===== config.mk =====
export PLATFORM = sky130hd
export DESIGN_NAME = mem_seq
export DESIGN_NICKNAME = d
export VERILOG_FILES = /design/src/rtl/mem_seq.sv
export SDC_FILE = /design/constraint.sdc
export NUM_CORES = 1
export LEC_CHECK = 0
export BUFFER_PORTS_ARGS = -buffer_cell sky130_fd_sc_hd__buf_2
export CAP_MARGIN = 20
export CELL_PAD_IN_SITES_DETAIL_PLACEMENT = 1
export CELL_PAD_IN_SITES_GLOBAL_PLACEMENT = 1
export CORE_UTILIZATION = 40
export DETAILED_ROUTE_END_ITERATION = 7
export PLACE_DENSITY = 0.82
export SLEW_MARGIN = 20
export SYNTH_ARGS = -nofsm -noshare
export SYNTH_HDL_FRONTEND = slang
export SYNTH_SLANG_ARGS = --single-unit

===== constraint.sdc =====
create_clock -name clock -period 4.9 [get_ports clock]
set_input_delay 0.49 -clock clock [delete_from_list [all_inputs] [get_ports clock]]
set_output_delay 0.49 -clock clock [all_outputs]
set_load 0.02 [all_outputs]

===== src/rtl/mem_seq.sv =====
// rtl/mem_seq.sv - hardwired T0..T7 control sequencer for ld/ldi/st with memory wait states.
// Optional performance counters (instr_cnt, stall_cnt) are built when MEM_SEQ_PERF_EN is defined.
module mem_seq #(
  parameter int unsigned MEM_WAIT      = 0,
  parameter bit          MEM_HANDSHAKE = 1'b0,
  parameter logic [4:0]  ALU_ADD       = 5'b00011,
  parameter logic [4:0]  OP_LD         = 5'd0,
  parameter logic [4:0]  OP_LDI        = 5'd1,
  parameter logic [4:0]  OP_ST         = 5'd2
) (
  input  logic       clock,
  input  logic       clear,
  input  logic       start,
  input  logic [4:0] ir_op,
  input  logic       mem_rdy,
  output logic       PCout,
  output logic       IncPC,
  output logic       MARin,
  output logic       MDRin,
  output logic       MDRout,
  output logic       IRin,
  output logic       read,
  output logic       write,
  output logic       RAMenable,
  output logic       Gra,
  output logic       Grb,
  output logic       Rin,
  output logic       Rout,
  output logic       BAout,
  output logic       Cout,
  output logic       Yin,
  output logic       ZLOin,
  output logic       ZLOout,
  output logic [4:0] aluControl,
  output logic       busy,
  output logic       done,
  output logic       err
`ifdef MEM_SEQ_PERF_EN
  ,
  output logic [15:0] instr_cnt,
  output logic [15:0] stall_cnt
`endif
);

  typedef enum logic [3:0] {
    S_IDLE, S_T0, S_T1, S_T2, S_T3, S_T4, S_T5, S_T6, S_T7
  } state_t;

  localparam logic [3:0] LP_WAIT = 4'(MEM_WAIT);

  state_t     r_state;
  state_t     w_next;
  logic [3:0] r_wait_cnt;
  logic [4:0] r_op;
  logic       r_err;

  logic w_op_legal;
  logic w_mem_step;
  logic w_next_mem;
  logic w_mem_ready;
  logic w_hold;
  logic w_enter_mem;

  assign w_op_legal  = (ir_op == OP_LD) || (ir_op == OP_LDI) || (ir_op == OP_ST);
  assign w_mem_step  = (r_state == S_T1) ||
                       ((r_state == S_T6) && (r_op == OP_LD)) ||
                       ((r_state == S_T7) && (r_op == OP_ST));
  assign w_mem_ready = (r_wait_cnt == 4'd0) && (!MEM_HANDSHAKE || mem_rdy);
  assign w_hold      = w_mem_step && !w_mem_ready;

  // T6/T7 memory classification uses r_op, which is already valid by T5.
  assign w_next_mem  = (w_next == S_T1) ||
                       ((w_next == S_T6) && (r_op == OP_LD)) ||
                       ((w_next == S_T7) && (r_op == OP_ST));
  assign w_enter_mem = w_next_mem && (w_next != r_state);

  always_ff @(posedge clock or negedge clear) begin
    if (!clear) begin
      r_state    <= S_IDLE;
      r_wait_cnt <= 4'd0;
      r_op       <= 5'd0;
      r_err      <= 1'b0;
    end else begin
      r_state <= w_next;
      r_err   <= (r_state == S_T3) && !w_op_legal;
      if (r_state == S_T3) begin
        r_op <= ir_op;
      end
      if (w_enter_mem) begin
        r_wait_cnt <= LP_WAIT;
      end else if (w_hold && (r_wait_cnt != 4'd0)) begin
        r_wait_cnt <= r_wait_cnt - 4'd1;
      end
    end
  end

  always_comb begin
    w_next = r_state;
    unique case (r_state)
      S_IDLE:  w_next = start ? S_T0 : S_IDLE;
      S_T0:    w_next = S_T1;
      S_T1:    w_next = w_hold ? S_T1 : S_T2;
      S_T2:    w_next = S_T3;
      S_T3:    w_next = w_op_legal ? S_T4 : S_IDLE;
      S_T4:    w_next = S_T5;
      S_T5:    w_next = (r_op == OP_LDI) ? S_IDLE : S_T6;
      S_T6:    w_next = w_hold ? S_T6 : S_T7;
      S_T7:    w_next = w_hold ? S_T7 : S_IDLE;
      default: w_next = S_IDLE;
    endcase
  end

  always_comb begin
    PCout      = 1'b0;
    IncPC      = 1'b0;
    MARin      = 1'b0;
    MDRin      = 1'b0;
    MDRout     = 1'b0;
    IRin       = 1'b0;
    read       = 1'b0;
    write      = 1'b0;
    RAMenable  = 1'b0;
    Gra        = 1'b0;
    Grb        = 1'b0;
    Rin        = 1'b0;
    Rout       = 1'b0;
    BAout      = 1'b0;
    Cout       = 1'b0;
    Yin        = 1'b0;
    ZLOin      = 1'b0;
    ZLOout     = 1'b0;
    aluControl = 5'd0;
    done       = 1'b0;
    busy       = (r_state != S_IDLE);
    err        = r_err;
    unique case (r_state)
      S_IDLE: ;
      S_T0: begin
        PCout = 1'b1;
        MARin = 1'b1;
        IncPC = 1'b1;
      end
      S_T1: begin
        read      = 1'b1;
        RAMenable = 1'b1;
        MDRin     = 1'b1;
      end
      S_T2: begin
        MDRout = 1'b1;
        IRin   = 1'b1;
      end
      S_T3: begin
        Grb   = 1'b1;
        BAout = 1'b1;
        Yin   = 1'b1;
      end
      S_T4: begin
        Cout       = 1'b1;
        aluControl = ALU_ADD;
        ZLOin      = 1'b1;
      end
      S_T5: begin
        ZLOout = 1'b1;
        if (r_op == OP_LDI) begin
          Gra  = 1'b1;
          Rin  = 1'b1;
          done = 1'b1;
        end else begin
          MARin = 1'b1;
        end
      end
      S_T6: begin
        MDRin = 1'b1;
        if (r_op == OP_LD) begin
          read      = 1'b1;
          RAMenable = 1'b1;
        end else begin
          Gra  = 1'b1;
          Rout = 1'b1;
        end
      end
      S_T7: begin
        if (r_op == OP_LD) begin
          MDRout = 1'b1;
          Gra    = 1'b1;
          Rin    = 1'b1;
          done   = 1'b1;
        end else begin
          write     = 1'b1;
          RAMenable = 1'b1;
          done      = !w_hold;
        end
      end
      default: ;
    endcase
  end

`ifdef MEM_SEQ_PERF_EN
  // Stalls count the held cycles only, so a memory step with no wait adds nothing.
  always_ff @(posedge clock or negedge clear) begin
    if (!clear) begin
      instr_cnt <= 16'd0;
      stall_cnt <= 16'd0;
    end else begin
      if (done) begin
        instr_cnt <= instr_cnt + 16'd1;
      end
      if (w_hold) begin
        stall_cnt <= stall_cnt + 16'd1;
      end
    end
  end
`endif

endmodule


==> metrics.log <==
INFO  metric outcome = completed
INFO  metric synthesis.area_per_instance = about 9 um2
INFO  metric finalWorstPathRequiredPeriod = 2860 ps
INFO  metric drc = 0
INFO  metric async_s_r_ff_share_synth = 1.00
INFO  metric finalSetupViolCount = 0
INFO  metric track_usage = 0.198
INFO  metric grt_pass1_vias = 1055
INFO  metric drt_pass_1_iters = 5
INFO  metric setup.worst_path.end_class = output pin
INFO  metric cts_tree = built
INFO  metric max_freq = around 350 MHz
INFO  metric finalWeightedCongestion = about 0.76
INFO  metric source_to_sink_clock_delay_at_the_later_pin_of_the_worst_skew_pair = 280 ps
INFO  metric ant_nets = 0
INFO  metric finalCoreUtilization = 0.466
INFO  metric floorplan.rows = 19
INFO  metric synthDominantAreaCellType = sky130_fd_sc_hd__dfrtp_1
INFO  metric report.final.hold_viol_count = 0
INFO  metric final_area = 1300 um2
INFO  metric seq_area_frac_synth = 0.296
INFO  metric final.setup.tns = 0 ps
INFO  metric avgRoutedWirePerCell = 16.4 um
INFO  metric synthXorXnorAreaFrac = 0
INFO  metric detail_route.vias_per_cell = roughly 6
INFO  metric worstPathRequired = ~4400 ps
INFO  metric synth_top_family_by_area = simple AND/OR/NAND/NOR gates
INFO  metric yosys.area_share.simple = 0.324
INFO  metric drive_above_1_share = 0.349
INFO  metric clock_skew = 3.19 ps
INFO  metric io_pins = 35
INFO  metric path_max_fanout = 20
INFO  metric yosys_warnings = 0
INFO  metric criticalPathCategory = reg -> out
INFO  metric cts_setup_buffers = 0
INFO  metric final_cell_mix = 30 x sky130_fd_sc_hd__buf_2, 14 x sky130_fd_sc_hd__dfrtp_1, 11 x sky130_fd_sc_hd__o21ai_0
INFO  metric dp.final_hpwl = 2240 um
INFO  metric layout_commonest_cell = sky130_fd_sc_hd__buf_2
INFO  metric layout.filler_cells = 340
INFO  metric synth_fa_ha_area_frac = 0.0106
INFO  metric die_y = 56.4 um
INFO  metric synth_compound_area_frac = 0.212
INFO  metric clock_tree.root_cell = sky130_fd_sc_hd__clkbuf_4
INFO  metric cts_resized = 0
INFO  metric synth_seq_cells = 14
INFO  metric ir_worst_vdd = 0.293 mV
INFO  metric tritoncts_num_sinks = 14
INFO  metric diodes_inserted = 0
INFO  metric clock_tree.buffer_depth = 2
INFO  metric worst_hold_slack = 97.9 ps
INFO  metric max_cap_viol_count = 0
INFO  metric h-tree-depth = 1
INFO  metric final_nets = 160
INFO  metric yosys-mux-area-fraction = 0.0286
INFO  metric final_max_slew_viol_count = 0
INFO  metric transition_at_the_pin_with_the_smallest_max_transition_slack = 724 ps
INFO  metric crit_path_start_kind = flop
INFO  metric synth.lib_cells_used.distinct = 49
INFO  metric post_dp_cell_area = 1260 um2
INFO  metric vias = ~1100
INFO  metric synth_top_area_frac = 0.296
INFO  metric antenna_found_initial = 0
INFO  metric die_width = 56.4 um
INFO  metric routed_wirelength = ~3000 um
INFO  metric wire_length_of_the_first_global_routing_pass = 4960 um
INFO  metric design.core.area = 2780 um2
INFO  metric rsz0062_at_grt = false
INFO  metric power_density = between 600 and 700 nW/um2
INFO  metric mappedNetlistArea = 1180 um2
INFO  metric power.static_leakage = 0.626 nW
INFO  metric timing.slew.headroom = 0.516
INFO  metric min-delay-path-class = in -> async
INFO  metric timing.final.crit_share = 0.585
INFO  metric netlist_top_cells_area = sky130_fd_sc_hd__dfrtp_1 30%, sky130_fd_sc_hd__buf_4 6.3%, sky130_fd_sc_hd__o21ai_0 4.7%
INFO  metric critPathArrivalTime = 2370 ps
INFO  metric area_delta_synth_final = 9.63%
INFO  metric detailedRoute.firstIterationViolations = 30
INFO  metric design.die.area = 3180 um2
INFO  metric numPortBuffers = 30
INFO  metric postCtsHoldBufs = 0
INFO  metric clk_pin_slew = roughly 80 ps
INFO  metric syn_inst = 130
INFO  metric synth_edf_count = 0
INFO  metric congestion_overflow_gr = 0
INFO  metric synth_flop_cell = sky130_fd_sc_hd__dfrtp_1
INFO  metric floorplan.initialDensity = 0.425
INFO  metric largest_net_degree_at_the_start_of_global_routing = 21
INFO  metric numCtsBuffers = 3
==> registers in the layout (all words and copies together), names as in the netlist <==
register,count
r_op,5
r_state,4
r_wait_cnt,4
err,1
==> synth_stat cells (all sizes together) (2+ instances only) <==
| cell | count |
|---|---|
| a21oi | 4 |
| a22oi | 4 |
| and2 | 4 |
| buf | 14 |
| clkbuf | 3 |
| dfrtp | 14 |
| inv | 8 |
| mux2 | 3 |
| nand2 | 5 |
| nand2b | 5 |
| nand3 | 3 |
| nor2 | 6 |
| nor2b | 5 |
| nor3b | 2 |
| nor4 | 3 |
| nor4b | 4 |
| o21a | 3 |
| o21ai | 13 |
| or3 | 4 |
| or4 | 2 |
==> power breakdown <==
part | internal (mW) | switching, mW
Clock | 0.0452 | 0.0375
Sequential | 0.162 | 0.110
Combinational | 0.183 | 0.271
==> stage by stage <==
step           setup WS (ps)  cells  total power [mW]
6_report                2040    180             0.809
3_3_place_gp            2470    176             0.691
5_1_grt                 1890    180             0.865
3_5_place_dp            2370    176             0.727
4_1_cts                 2040    180             0.813
2_1_floorplan           2650    132             0.618
==> final cells by class <==
| type | instances | area (um2) | area share |
|---|---|---|---|
| Multi-Input combinational cell | 93 | 691 | 0.533 |
| Tap cell | 31 | 38.8 | 0.0299 |
| Sequential cell | 14 | 350 | 0.270 |
| Inverter | 8 | 30.0 | 0.0232 |
| Timing Repair Buffer | 30 | 150 | 0.116 |
| Clock buffer | 4 | 36.3 | 0.0280 |
==> worst paths after layout <==
kind	startpoint	end	slack (ps)	cells after the start
hold reg to reg	r_wait_cnt[1]	r_wait_cnt[1]	580	2
setup reg to reg	r_state[1]	r_wait_cnt[0]	2600	5
min in group clock	ir_op[0]	r_op[0]	450	3
max in group asynchronous	clear	r_state[3]	4560	1
hold / removal	clear	r_state[1]	100	1
setup / recovery	r_state[3]	done	2040	6
==> worst max-delay path, stage by stage, from the launching register on <==
cell and delay, ps:
sky130_fd_sc_hd__dfrtp_1 790, sky130_fd_sc_hd__and4b_1 310, sky130_fd_sc_hd__a32o_2 250, sky130_fd_sc_hd__a21oi_2 310, sky130_fd_sc_hd__o21ai_0 170, sky130_fd_sc_hd__nand2_1 110
sky130_fd_sc_hd__buf_2 160
==> cells by family (layout without fill, tap and decap cells) <==
group | after synthesis | count (layout)
AOI/OAI and AO/OA | 33 | 33
adders and majority gates | 1 | 1
buffers and inverters | 25 | 42
muxes | 3 | 3
other | 1 | 3
and+or+nand+nor | 53 | 53
DFF | 14 | 14
==> routing by layer <==
metal	global-route usage	routed length [um]	vias to the layer above
li1	-	-	501
met1	0.256	1290	528
met2	0.328	1510	38
met3	0.0323	117	6
met4	0.0836	36	0
met5	0	0	-
No activity file was read; power rests on OpenSTA's default activity.
